`src/rtl/tune_player.sv`:
```
// Piezo tune sequencer: three ROM tunes of square-wave tones and rests, with abort, busy and done.
// Optional `loop` input (endless replay) is built when TUNE_LOOP_EN is defined.
module tune_player #(
  parameter int unsigned FAST_SIM    = 0,
  parameter int unsigned CLK_FREQ_HZ = 50000000,
  parameter int unsigned DUR_W       = 26
) (
  input  logic       clk,
  input  logic       rst_n,
  input  logic       go,
  input  logic [1:0] tune_sel,
  input  logic       abort,
`ifdef TUNE_LOOP_EN
  input  logic       loop,
`endif
  output logic       busy,
  output logic       done,
  output logic       piezo,
  output logic       piezo_n
);

  localparam int unsigned HALF_W = 16;
  localparam int unsigned IDX_W  = 3;

  localparam logic [DUR_W-1:0] DUR_INC = DUR_W'((FAST_SIM != 0) ? 16 : 1);

  // Rounded half-period in clocks: round(CLK / (2*f)).
  function automatic logic [HALF_W-1:0] half_of(input int unsigned f_hz);
    return HALF_W'((CLK_FREQ_HZ + f_hz) / (2 * f_hz));
  endfunction

  localparam logic [HALF_W-1:0] H_A5 = half_of(880);
  localparam logic [HALF_W-1:0] H_G6 = half_of(1568);
  localparam logic [HALF_W-1:0] H_C7 = half_of(2093);
  localparam logic [HALF_W-1:0] H_E7 = half_of(2637);
  localparam logic [HALF_W-1:0] H_G7 = half_of(3136);

  localparam logic [DUR_W-1:0] D22    = DUR_W'(32'd1 << 22);
  localparam logic [DUR_W-1:0] D23    = DUR_W'(32'd1 << 23);
  localparam logic [DUR_W-1:0] D24    = DUR_W'(32'd1 << 24);
  localparam logic [DUR_W-1:0] D23P22 = DUR_W'((32'd1 << 23) + (32'd1 << 22));

  typedef enum logic {S_IDLE, S_PLAY} state_t;

  state_t             r_state;
  state_t             w_state_nxt;
  logic [1:0]         r_tune,  w_tune_nxt;
  logic [IDX_W-1:0]   r_idx,   w_idx_nxt;
  logic [DUR_W-1:0]   r_dur,   w_dur_nxt;
  logic [HALF_W-1:0]  r_frq,   w_frq_nxt;
  logic               w_piezo_nxt, w_busy_nxt, w_done_nxt;

  logic [HALF_W-1:0]  w_half;
  logic [DUR_W-1:0]   w_dur;
  logic               w_rest, w_last;
  logic [DUR_W:0]     w_dur_sum;
  logic               w_note_end, w_start, w_loop;

`ifdef TUNE_LOOP_EN
  assign w_loop = loop;
`else
  assign w_loop = 1'b0;
`endif

  assign w_start    = go && (tune_sel != 2'd3);
  assign w_dur_sum  = {1'b0, r_dur} + {1'b0, DUR_INC};
  assign w_note_end = (w_dur_sum >= {1'b0, w_dur});

  // Tune ROM: current note's half-period, duration, rest and end flags.
  always_comb begin
    w_half = '0;
    w_dur  = D22;
    w_rest = 1'b0;
    w_last = 1'b0;
    case (r_tune)
      2'd0: begin
        case (r_idx)
          3'd0:    begin w_half = H_G6; w_dur = D23;    end
          3'd1:    begin w_half = H_C7; w_dur = D23;    end
          3'd2:    begin w_half = H_E7; w_dur = D23;    end
          3'd3:    begin w_half = H_G7; w_dur = D23P22; end
          3'd4:    begin w_half = H_E7; w_dur = D22;    end
          default: begin w_half = H_G7; w_dur = D24; w_last = 1'b1; end
        endcase
      end
      2'd1: begin
        case (r_idx)
          3'd0:    begin w_half = H_A5; w_dur = D23; end
          3'd1:    begin w_rest = 1'b1; w_dur = D22; end
          default: begin w_half = H_A5; w_dur = D23; w_last = 1'b1; end
        endcase
      end
      default: begin
        case (r_idx)
          3'd0:    begin w_half = H_C7; w_dur = D22; end
          default: begin w_half = H_G7; w_dur = D22; w_last = 1'b1; end
        endcase
      end
    endcase
  end

  // State register.
  always_ff @(posedge clk or negedge rst_n) begin
    if (!rst_n) r_state <= S_IDLE;
    else        r_state <= w_state_nxt;
  end

  // Next-state logic; abort has priority over natural completion.
  always_comb begin
    w_state_nxt = r_state;
    case (r_state)
      S_IDLE: if (w_start) w_state_nxt = S_PLAY;
      S_PLAY: begin
        if (abort)                             w_state_nxt = S_IDLE;
        else if (w_note_end && w_last && !w_loop) w_state_nxt = S_IDLE;
      end
      default: w_state_nxt = S_IDLE;
    endcase
  end

  // Output and datapath next values.
  always_comb begin
    w_tune_nxt  = r_tune;
    w_idx_nxt   = r_idx;
    w_dur_nxt   = r_dur;
    w_frq_nxt   = r_frq;
    w_piezo_nxt = piezo;
    w_done_nxt  = 1'b0;
    w_busy_nxt  = (w_state_nxt == S_PLAY);
    case (r_state)
      S_IDLE: begin
        w_piezo_nxt = 1'b0;
        if (w_start) begin
          w_tune_nxt = tune_sel;
          w_idx_nxt  = '0;
          w_dur_nxt  = '0;
          w_frq_nxt  = '0;
        end
      end
      S_PLAY: begin
        if (abort) begin
          w_idx_nxt   = '0;
          w_dur_nxt   = '0;
          w_frq_nxt   = '0;
          w_piezo_nxt = 1'b0;
        end else if (w_note_end) begin
          w_dur_nxt   = '0;
          w_frq_nxt   = '0;
          w_piezo_nxt = 1'b0;
          w_idx_nxt   = w_last ? '0 : r_idx + IDX_W'(1);
          w_done_nxt  = w_last && !w_loop;
        end else begin
          w_dur_nxt = r_dur + DUR_INC;
          if (!w_rest) begin
            if (r_frq == w_half - HALF_W'(1)) begin
              w_frq_nxt   = '0;
              w_piezo_nxt = ~piezo;
            end else begin
              w_frq_nxt = r_frq + HALF_W'(1);
            end
          end
        end
      end
      default: w_piezo_nxt = 1'b0;
    endcase
  end

  // Datapath and output registers.
  always_ff @(posedge clk or negedge rst_n) begin
    if (!rst_n) begin
      r_tune  <= '0;
      r_idx   <= '0;
      r_dur   <= '0;
      r_frq   <= '0;
      busy    <= 1'b0;
      done    <= 1'b0;
      piezo   <= 1'b0;
      piezo_n <= 1'b1;
    end else begin
      r_tune  <= w_tune_nxt;
      r_idx   <= w_idx_nxt;
      r_dur   <= w_dur_nxt;
      r_frq   <= w_frq_nxt;
      busy    <= w_busy_nxt;
      done    <= w_done_nxt;
      piezo   <= w_piezo_nxt;
      piezo_n <= ~w_piezo_nxt;
    end
  end

endmodule
```
`config.mk`:
```
export PLATFORM = sky130hd
export DESIGN_NAME = tune_player
export DESIGN_NICKNAME = d
export VERILOG_FILES = /design/src/rtl/tune_player.sv
export SDC_FILE = /design/constraint.sdc
export NUM_CORES = 1
export LEC_CHECK = 0
export ABC_AREA = 1
export BUFFER_PORTS_ARGS = -buffer_cell sky130_fd_sc_hd__clkbuf_2
export CAP_MARGIN = 20
export CORE_ASPECT_RATIO = 2
export CORE_MARGIN = 2
export CORE_UTILIZATION = 44
export CTS_BUF_LIST = sky130_fd_sc_hd__clkbuf_8
export DETAILED_ROUTE_END_ITERATION = 8
export PLACE_DENSITY_LB_ADDON = 0.3
export SYNTH_ARGS = -nofsm -noshare
export SYNTH_HDL_FRONTEND = slang
export SYNTH_SLANG_ARGS = --single-unit
```
`constraint.sdc`:
```
create_clock -name clk -period 3.6 [get_ports clk]
set_input_delay 0.36 -clock clk [delete_from_list [all_inputs] [get_ports clk]]
set_output_delay 0.36 -clock clk [all_outputs]
set_load 0.02 [all_outputs]
```
==> results by group, run 1 <==
Min path
  – Worst min-delay path class: input port to asynchronous set/reset pin

Flow run
  – Max Cap Viol: 0

Clocking
  – CTS sink cnt: 51
  – Worst-path clk slew: 0.10 ns
  – Clock root cell: clkbuf_8
  – Cts bufs inserted: 5
  – Clock latency on the worst-skew pair: 0.32 ns
  – Hold Buf Count CTS: 0
  – PostCTS Resize Cnt: 0
  – CTS tree: yes
  – H-tree Lvls: 2
  – CTS Buffer Depth: 2
  – Post-CTS Setup Repair Bufs: 0

Final layout
  – Final-stage net count: 616
  – Fin area: 4220 µm²
  – Fraction of layout cells with a size suffix above 1: 8.83%
  – Most frequent cells in the layout: nand2_1 (166), inv_1 (72), nand3_1 (69), nor2_1 (65), dfrtp_1 (50)
  – Area grow syn2layout: 7.02%
  – Layout Utilization: 48.8%
  – Commonest non-fill, non-tap cell in the layout: nand2_1
  – # fillers: 891
  – N_diodes: 0

Pwr
  – Sw power: 966 µW
  – Leakage: 2.01 nW
  – Logic gate share of total power: 48.4%
  – Pwr/cell area: 499 nW/µm²
  – Seq pwr share: 31.0%
  – Max VDD drop: 0.274 mV
  – P_int: 1.14 mW
  – Sw Ratio: 45.9%
  – Clock group share of total power: 20.6%

Routing
  – DR WL/cell: 15.1 µm
  – WL final: 10.5 mm
  – Iter 0 DRT Violations: 242
  – Post-route ant nets: 0
  – Routed vias/inst: 5.45
  – Total number of vias: 3815
  – 1st-pass router iterations: 4
  – DR DRC count: 0

Timing
  – Final worst setup slack: 0.320 ns
  – Setup violators final: 0
  – Final hold viol count: 0
  – Min Hold Slack: 0.0800 ns
  – RSZ-0062 raised after global routing: false
  – Post-route clock period utilization: 91.1%
  – Measured slew at the worst slew-check pin: 0.755 ns
  – Max_slew headroom: 49.6%
  – Fmax achieved: 305 MHz
  – Minimum clock period: 3.28 ns
  – Final Skew: 0.0214 ns
  – Max-slew violation count: 0
  – Fin Setup TNS: 0 ns

Floorplanning
  – Die Y: 138 µm
  – DIE AREA: 9780 µm²
  – Die width: 70.9 µm
  – CORE AREA: 8650 µm²
  – # IOs: 10
  – Starting Density: 45.6%
  – FP Rows: 48

Worst setup path
  – CP endpoint kind: flop
  – Worst path cell trace: ha_1 > nand3_2 > inv_1 > nand2_2 > nor4_2 > xnor2_1 > inv_1 > ha_1 > a21oi_1 > nand4_1 > nor2_2 > nand3_4 > nand2_8 > nand2_2 > nand2_1 > nand2_1
  – CP required: 3.79 ns
  – Crit Path Class: flop to flop
  – CP Launch Type: flop
  – Arrival @ worst endpoint: 3.47 ns
  – Crit-path max cell delay: 0.46 ns
  – Crit Path Max Fanout: 23
  – CP max stage cell: dfrtp_1

Global routing
  – Total global routing overflow: 0
  – Met1 Use GR: 21.7%
  – Largest net degree at the start of global routing: 32
  – All-Layer GR Usage: 23.4%
  – Number of global-route vias before repair: 3977
  – Most Crowded Layer GR: met2
  – GRT met3 Usage: 2.71%
  – Initial antenna violation count: 0
  – First-pass GRT wire length: 18.0 mm
  – Met2 Use GR: 45.9%

Place
  – Hpwl dp: 8.14 mm
  – GP Congestion: 0.903
  – Pre-CTS WS: 0.317 ns
  – Post-place instance area: 4090 µm²
  – Input/output buffers: 9

Synth
  – Mean Syn Cell Area: 6.67 µm²
  – Synth Register Bits: 51
  – Post-synth ARST share: 100%
  – Yosys cell types: 39
  – Cells after Synth: 591
  – Top FF cell, synth: dfrtp_1
  – Yosys warning count: 0
  – Top cell type's share of synthesized area: 31.7%
  – Post-synth top area cell: dfrtp_1
  – Largest cells by area after synthesis: dfrtp_1 (32%), nand2_1 (16%), nand3_1 (8.8%), inv_1 (6.9%), nor2_1 (6.2%)
  – Cell area after synthesis: 3940 µm²
  – Syn nets: 608
  – Number of synthesized flops with an enable pin: 0
  – Register area share after synthesis: 32.4%

Outcome
  – Status: completed
[critical path, delay by kind of cell (launching register included)]
kind	cells	cell delay, ns
adder cells (fa/ha/maj)	2	0.61
AND/OR/NAND/NOR	10	1.55
buffers and inverters	2	0.21
AO/OA/AOI/OAI	1	0.16
XOR/XNOR	1	0.16
flip-flops	1	0.46
[metal layers]
| layer | routed length, µm | part of all wire (%) |
|---|---|---|
| met5 | 0 | 0 |
| met1 | 3660 | 35 |
| met2 | 6040 | 57 |
| met3 | 254 | 2.4 |
| met4 | 575 | 5.5 |
[layout make-up]
cell class	instances	area, µm²	area share (%)
Timing Repair Buffer	16	97.6	2.31
Inverter	77	292	6.91
Clock inverter	2	35.0	0.831
Clock buffer	6	82.6	1.96
Multi-Input combinational cell	448	2310	54.7
Tap cell	100	125	2.97
Sequential cell	51	1280	30.3
[registers in the layout, indices dropped and copies added (netlist names)]
name	flops
r_idx	3
piezo	1
r_frq	16
done	1
busy	1
piezo_n	1
r_tune	2
r_dur	26
[stage by stage]
stage	instances	power (mW)
6_report	700	2.10
5_1_grt	700	2.28
4_1_cts	700	2.11
3_5_place_dp	692	1.67
3_3_place_gp	692	1.65
2_1_floorplan	591	1.43
[final timing paths]
path,startpoint,slack [ns],cells past startpoint,to
hold reg to reg,r_dur[1],0.56,2,r_dur[1]
hold / removal,rst_n,0.08,1,busy
setup reg to reg,r_dur[0],0.32,16,r_frq[3]
max in group asynchronous,rst_n,2.67,2,r_frq[4]
setup / recovery,r_dur[0],0.32,16,r_frq[3]
min in group clk,tune_sel[0],0.29,3,r_tune[0]
[cell families (layout without fill, tap and decap cells)]
| logic type | count (synthesis) | in the layout | synth area share, % |
|---|---|---|---|
| buf+inv | 92 | 101 | 9.40 |
| xor+xnor | 26 | 26 | 5.78 |
| mux | 1 | 1 | 0.254 |
| flops | 51 | 51 | 32.4 |
| fa+ha+maj | 11 | 11 | 3.49 |
| simple gates | 365 | 365 | 42.3 |
| compound gates | 45 | 45 | 6.38 |
[power groups by stage]
stage | Clock [mW] | Sequential (mW) | Combinational (mW)
after floorplan | 0 | 0.661 | 0.765
after global placement | 0 | 0.660 | 0.993
after detailed placement | 0 | 0.663 | 1.00
after CTS | 0.450 | 0.652 | 1.01
after global routing | 0.466 | 0.659 | 1.15
final | 0.433 | 0.653 | 1.02
[synth_stat cells (2+ instances only)]
master    count
nor3_1       10
buf_6         2
nand3_2       3
nand3_1      69
a21oi_1      10
buf_2         3
nor2_4        4
inv_2         2
nor2_2        6
clkbuf_1      8
o22ai_1       9
o21ai_0      20
nor2_1       65
nand2_2       5
nand2_1     166
nand3b_1      3
nand4_1      27
dfrtp_1      50
xnor2_1       7
inv_1        72
o21ai_2       2
nor3_2        2
ha_1         11
xor2_1       19
clkinv_1      2
(Power assumes the default switching activity.)
==> inputs of run 2 (changes only) <==
--- a/config.mk
+++ b/config.mk
@@ -5,7 +5,6 @@
 export SDC_FILE = /design/constraint.sdc
 export NUM_CORES = 1
 export LEC_CHECK = 0
-export ABC_AREA = 1
 export BUFFER_PORTS_ARGS = -buffer_cell sky130_fd_sc_hd__clkbuf_2
 export CAP_MARGIN = 20
 export CORE_ASPECT_RATIO = 2
==> results by group, run 2 <==
Outcome
  – Status: finished, violations left
  – Failing checks: setup timing

Worst setup path
  – Arrival @ worst endpoint: 3.89 ns
  – Crit Path Max Fanout: 7
  – Reg-to-Reg Start: r_dur[1]
  – Crit Path Class: flop to flop
  – Reg2reg end: r_dur[15]
  – R2R setup slack: -0.07 ns
  – CP required: 3.82 ns
  – Cells on worst reg2reg path: 16
  – CP Launch Type: flop
  – CP endpoint kind: flop

Routing
  – Post-route ant nets: 0
  – 1st-pass router iterations: 5
  – Iter 0 DRT Violations: 336
  – WL final: 11.3 mm
  – DR WL/cell: 17.9 µm
  – Routed vias/inst: 6.14
  – Total number of vias: 3857
  – DR DRC count: 0

Synth
  – Yosys warning count: 0
  – Register area share after synthesis: 33.4%
  – Post-synth top area cell: dfrtp_1
  – Top FF cell, synth: dfrtp_1
  – Cells after Synth: 460
  – Yosys cell types: 71
  – Post-synth ARST share: 100%
  – Post-synth top cells: dfrtp_1 (50), nand2_1 (41), a21oi_1 (36)
  – Top-count cell post-synth: dfrtp_1
  – Syn nets: 477
  – Largest cells by area after synthesis: dfrtp_1 (33%), a21oi_1 (4.7%), o21ai_0 (4.6%), nand2_1 (4.0%), ha_1 (3.6%)
  – Number of synthesized flops with an enable pin: 0
  – Synth Register Bits: 51
  – Cell area after synthesis: 3820 µm²
  – Mean Syn Cell Area: 8.31 µm²
  – Top cell type's share of synthesized area: 32.7%

Timing
  – Final hold viol count: 0
  – Final worst setup slack: -0.0724 ns
  – Final Skew: 0.0155 ns
  – Max-slew violation count: 0
  – Fmax achieved: 272 MHz
  – Max_slew headroom: 46.4%
  – Post-route clock period utilization: 102%
  – RSZ-0062 raised after global routing: true
  – Minimum clock period: 3.67 ns
  – Measured slew at the worst slew-check pin: 0.804 ns
  – Setup violators final: 26

Global routing
  – Largest net degree at the start of global routing: 31
  – Number of global-route vias before repair: 3879
  – Total global routing overflow: 0
  – First-pass GRT wire length: 18.3 mm
  – All-Layer GR Usage: 24.1%
  – Initial antenna violation count: 0

Final layout
  – Fraction of layout cells with a size suffix above 1: 28.6%
  – Most frequent cells in the layout: buf_4 (67), dfrtp_1 (50), nand2_1 (40), nor2_1 (31), a21oi_1 (28)
  – # fillers: 782
  – Max reg flops: 26
  – Largest Register: r_dur
  – N_diodes: 0
  – Finished Layout Cells: 628
  – Final-stage net count: 544
  – Largest regs: r_dur x26, r_frq x16, r_idx x3
  – Commonest non-fill, non-tap cell in the layout: buf_4
  – Area grow syn2layout: 26.5%

Min path
  – Worst min-delay path class: input port to asynchronous set/reset pin

Clocking
  – Worst-path clk slew: 0.12 ns
  – CTS tree: yes
  – CTS sink cnt: 51
  – Cts bufs inserted: 5
  – H-tree Lvls: 2
  – CTS Buffer Depth: 2
  – Clock latency on the worst-skew pair: 0.33 ns
  – Clock root cell: clkbuf_8
  – Hold Buf Count CTS: 0

Floorplanning
  – DIE AREA: 9490 µm²
  – # IOs: 10
  – Die width: 69.9 µm
  – FP Rows: 48
  – Die Y: 136 µm
  – CORE AREA: 8530 µm²
  – Starting Density: 44.8%

Place
  – Input/output buffers: 9
  – Pre-CTS WS: -0.0897 ns
  – Placed Cells: 608
  – Hpwl dp: 8.28 mm
  – GP Congestion: 0.874

Flow run
  – Max Cap Viol: 0

Pwr
  – Leakage: 2.13 nW
  – Pwr/cell area: 504 nW/µm²
  – Max VDD drop: 0.298 mV
[run 2: cell count changes after synthesis, moves of 12 or more]
| cell | delta |
|---|---|
| a21oi_1 | +26 |
| a31oi_1 | +17 |
| and3_1 | +13 |
| inv_1 | -57 |
| nand2_1 | -125 |
| nand2b_1 | +12 |
| nand3_1 | -51 |
| nand4_1 | -22 |
| nor2_1 | -33 |
| o21ai_0 | +15 |
| xor2_1 | -14 |
[run 2: layout make-up]
type                    instances  area (µm²)  share of cell area, %
multi-input cells             364        2540                   52.5
flip-flops and latches         51        1280                   26.4
repair buffers                 90         744                   15.4
well taps                     100         125                   2.59
clock buffers                   5        68.8                   1.42
inverters                      15        56.3                   1.16
clock inverters                 3        26.3                  0.543
[run 2: through the flow]
step           util, %  TNS, ns  hold slack, ns  cell area (µm²)  power (mW)
6_report          56.7   -0.852          0.0236             4840        2.44
5_1_grt           56.7    -5.90          0.0542             4840        2.60
4_1_cts           53.9    -1.68          0.0393             4600        2.26
3_5_place_dp      52.4   -0.878           0.406             4470        1.88
3_3_place_gp      52.4  -0.0225           0.392             4470        1.85
2_1_floorplan        -    -4.22          0.0644             3930        1.45
[run 2: what timing repair did]
item                       CTS  global route
gates cloned                 0             2
buffers inserted             2             9
setup endpoints to repair   34            46
resized for setup            5            41
pin swaps                    6            19
[run 2: per-layer routing]
layer	wire length, µm	up-vias	part of all wire, %	global-route usage, %
met5	0	-	0	0
met4	557	0	4.9	16.2
met3	278	36	2.5	2.45
met2	6370	83	57	46.1
met1	4050	1882	36	23.8
li1	-	1856	-	-
[run 2: power breakdown]
part / internal [mW] / leakage, nW / switching [mW]
logic: 0.653 / 1.38 / 0.732
clock network: 0.144 / 0.0491 / 0.228
registers: 0.622 / 0.700 / 0.0610
total: 1.42 / 2.13 / 1.02
[run 2: worst max-delay path by stage]
| stage | from | end | depth (start not counted) |
|---|---|---|---|
| floorplan | r_dur[3] | r_idx[0] | 15 |
| global placement | r_dur[0] | r_dur[7] | 16 |
| detailed placement | r_dur[1] | r_dur[7] | 16 |
| CTS | r_dur[9] | r_dur[15] | 17 |
| global route | r_idx[0] | r_dur[15] | 17 |
| finish | r_dur[1] | r_dur[15] | 16 |
[run 2: critical path: stages (launching register included)]
cell,delay [ns]
dfrtp_1,0.39
nand4_1,0.23
nor4_4,0.33
and2_4,0.20
nand2_4,0.06
xnor2_4,0.14
ha_4,0.27
and4_1,0.17
o21ai_1,0.06
a2111o_1,0.29
or4_4,0.43
o31ai_4,0.28
buf_6,0.14
a21oi_4,0.11
buf_12,0.16
a21o_1,0.14
a22o_1,0.17
[run 2: kinds of logic after synthesis]
| group | count (synthesis) | share of synthesized area, % |
|---|---|---|
| AND/OR/NAND/NOR | 185 | 26.9 |
| AO/OA/AOI/OAI | 149 | 25.5 |
| flip-flops | 51 | 33.4 |
| buffers and inverters | 45 | 5.79 |
| XOR/XNOR | 11 | 2.52 |
| adder cells (fa/ha/maj) | 11 | 3.60 |
| multiplexers | 8 | 2.32 |
==> inputs of run 3 (changes only) <==
--- a/config.mk
+++ b/config.mk
@@ -7,7 +7,7 @@
 export LEC_CHECK = 0
 export BUFFER_PORTS_ARGS = -buffer_cell sky130_fd_sc_hd__clkbuf_2
 export CAP_MARGIN = 20
-export CORE_ASPECT_RATIO = 2
+export CORE_ASPECT_RATIO = 0.75
 export CORE_MARGIN = 2
 export CORE_UTILIZATION = 44
 export CTS_BUF_LIST = sky130_fd_sc_hd__clkbuf_8
==> results by group, run 3 (synthesis results as in run 2) <==
Outcome
  – Status: finished, violations left
  – Failing checks: setup timing

Floorplanning
  – Die Y: 84.7 µm
  – Starting Density: 45.2%
  – FP Rows: 29
  – # IOs: 10
  – Die width: 112 µm
  – DIE AREA: 9460 µm²
  – CORE AREA: 8450 µm²

Global routing
  – Largest net degree at the start of global routing: 35
  – Total global routing overflow: 0
  – Initial antenna violation count: 0
  – All-Layer GR Usage: 23.3%
  – Number of global-route vias before repair: 3597
  – First-pass GRT wire length: 17.9 mm

Place
  – Pre-CTS WS: -0.172 ns
  – Input/output buffers: 9
  – Placed Cells: 620
  – Hpwl dp: 7.52 mm
  – GP Congestion: 0.871

Pwr
  – Clock group share of total power: 14.4%
  – Max VDD drop: 0.428 mV
  – Sw Ratio: 42.1%
  – Sw power: 1.07 mW
  – Logic gate share of total power: 58.7%
  – Seq pwr share: 26.8%
  – P_int: 1.48 mW
  – Pwr/cell area: 504 nW/µm²
  – Leakage: 2.22 nW

Timing
  – Post-route clock period utilization: 107%
  – Setup violators final: 46
  – Minimum clock period: 3.84 ns
  – Max_slew headroom: 38.3%
  – Final worst setup slack: -0.238 ns
  – RSZ-0062 raised after global routing: true
  – Final Skew: 0.0155 ns
  – Fmax achieved: 261 MHz
  – Measured slew at the worst slew-check pin: 0.925 ns
  – Final hold viol count: 0
  – Max-slew violation count: 0

Routing
  – DR DRC count: 0
  – Routed vias/inst: 6.13
  – DR WL/cell: 17.4 µm
  – WL final: 11.3 mm
  – Post-route ant nets: 0
  – Iter 0 DRT Violations: 400
  – 1st-pass router iterations: 5
  – Total number of vias: 3969

Final layout
  – Final-stage net count: 555
  – Max reg flops: 26
  – Reg area: 1280 µm²
  – Area of the multi-input gates: 2660 µm²
  – N_diodes: 0
  – # fillers: 710
  – Commonest non-fill, non-tap cell in the layout: buf_4
  – Finished Layout Cells: 647
  – Most frequent cells in the layout: buf_4 (74), dfrtp_1 (50), nand2_1 (40), nor2_1 (32), a21oi_1 (21)
  – Largest regs: r_dur x26, r_frq x16, r_idx x3
  – Area grow syn2layout: 32.4%
  – Fraction of layout cells with a size suffix above 1: 33.6%
  – Largest Register: r_dur

Worst setup path
  – CP endpoint kind: flop
  – Reg-to-Reg Start: r_dur[6]
  – R2R setup slack: -0.24 ns
  – Reg2reg end: r_frq[10]
  – Crit Path Max Fanout: 7
  – CP required: 3.82 ns
  – Arrival @ worst endpoint: 4.06 ns
  – CP Launch Type: flop
  – Cells on worst reg2reg path: 17
  – Crit Path Class: flop to flop

Clocking
  – CTS tree: yes
  – Clock root cell: clkbuf_8
  – CTS Buffer Depth: 2
  – Worst-path clk slew: 0.11 ns
  – H-tree Lvls: 2
  – CTS sink cnt: 51
  – Clock latency on the worst-skew pair: 0.32 ns
  – Cts bufs inserted: 5

Flow run
  – Max Cap Viol: 0

Min path
  – Worst min-delay path class: input port to asynchronous set/reset pin
[run 3: cell count changes in the layout (fill, tap and decap cells not counted), moves of 2 or more]
cell	before	now
o21ai_2	7	15
a21oi_1	28	21
buf_4	67	74
o21ai_1	13	6
a21oi_2	8	13
a21oi_4	1	5
inv_6	2	0
nand3_2	2	4
[run 3: how the worst max path moves through the flow]
stage	from	endpoint	slack, ns	depth (start not counted)
detailed placement	r_dur[1]	r_dur[3]	-0.17	15
CTS	r_dur[9]	r_idx[0]	-0.14	16
finish	r_dur[6]	r_frq[10]	-0.24	17
global route	r_dur[7]	r_dur[16]	-0.37	17
global placement	r_dur[1]	r_idx[0]	-0.04	16
floorplan	r_dur[3]	r_idx[0]	-0.20	15
[run 3: layout make-up]
| class | count | share of cell area [%] |
|---|---|---|
| repair buffers | 99 | 16.6 |
| multi-input cells | 366 | 52.5 |
| clock inverters | 2 | 0.321 |
| clock buffers | 6 | 1.63 |
| well taps | 108 | 2.67 |
| flip-flops and latches | 51 | 25.2 |
| inverters | 15 | 1.11 |
[run 3: per-layer routing]
layer	track usage [%]	share of wire (%)	vias up
met5	0	0	-
met4	5.39	1.0	0
met3	4.04	6.7	8
met2	34.5	45	164
met1	35.3	48	1923
li1	-	-	1874
[run 3: per-stage QoR]
stage / hold WS, ns / power (mW) / cell area, µm² / util, % / TNS, ns
floorplan: 0.0644 / 1.45 / 3930 / - / -4.22
global placement: 0.491 / 1.84 / 4520 / 53.5 / -0.586
detailed placement: 0.501 / 1.86 / 4520 / 53.5 / -4.92
CTS: 0.173 / 2.37 / 4810 / 56.9 / -2.92
global route: 0.205 / 2.71 / 5060 / 59.9 / -14.41
finish: 0.149 / 2.55 / 5060 / 59.9 / -8.12
[run 3: critical path: stages (launching register included)]
cell,delay (ns)
dfrtp_1,0.41
nand4_4,0.13
buf_6,0.15
nor4_4,0.30
and2_4,0.22
nand2_4,0.07
xnor2_4,0.14
ha_4,0.28
and4_1,0.18
o21ai_1,0.07
a2111o_1,0.36
or4_4,0.44
o31ai_4,0.26
buf_6,0.16
a21oi_4,0.13
buf_12,0.18
a32oi_2,0.19
nand2_1,0.06
[run 3: power by group through the flow]
stage	Combinational, mW	Sequential (mW)	Clock [mW]
floorplan	0.759	0.693	0
global placement	1.14	0.696	0
detailed placement	1.16	0.697	0
CTS	1.30	0.684	0.382
global route	1.62	0.693	0.400
finish	1.50	0.685	0.368
[run 3: repair_timing]
action,in CTS,in global routing
hold buffers,0,0
pin swaps,22,27
buffers inserted,11,4
resized for setup,31,35
endpoints found under the setup margin,45,48
cloned,2,2
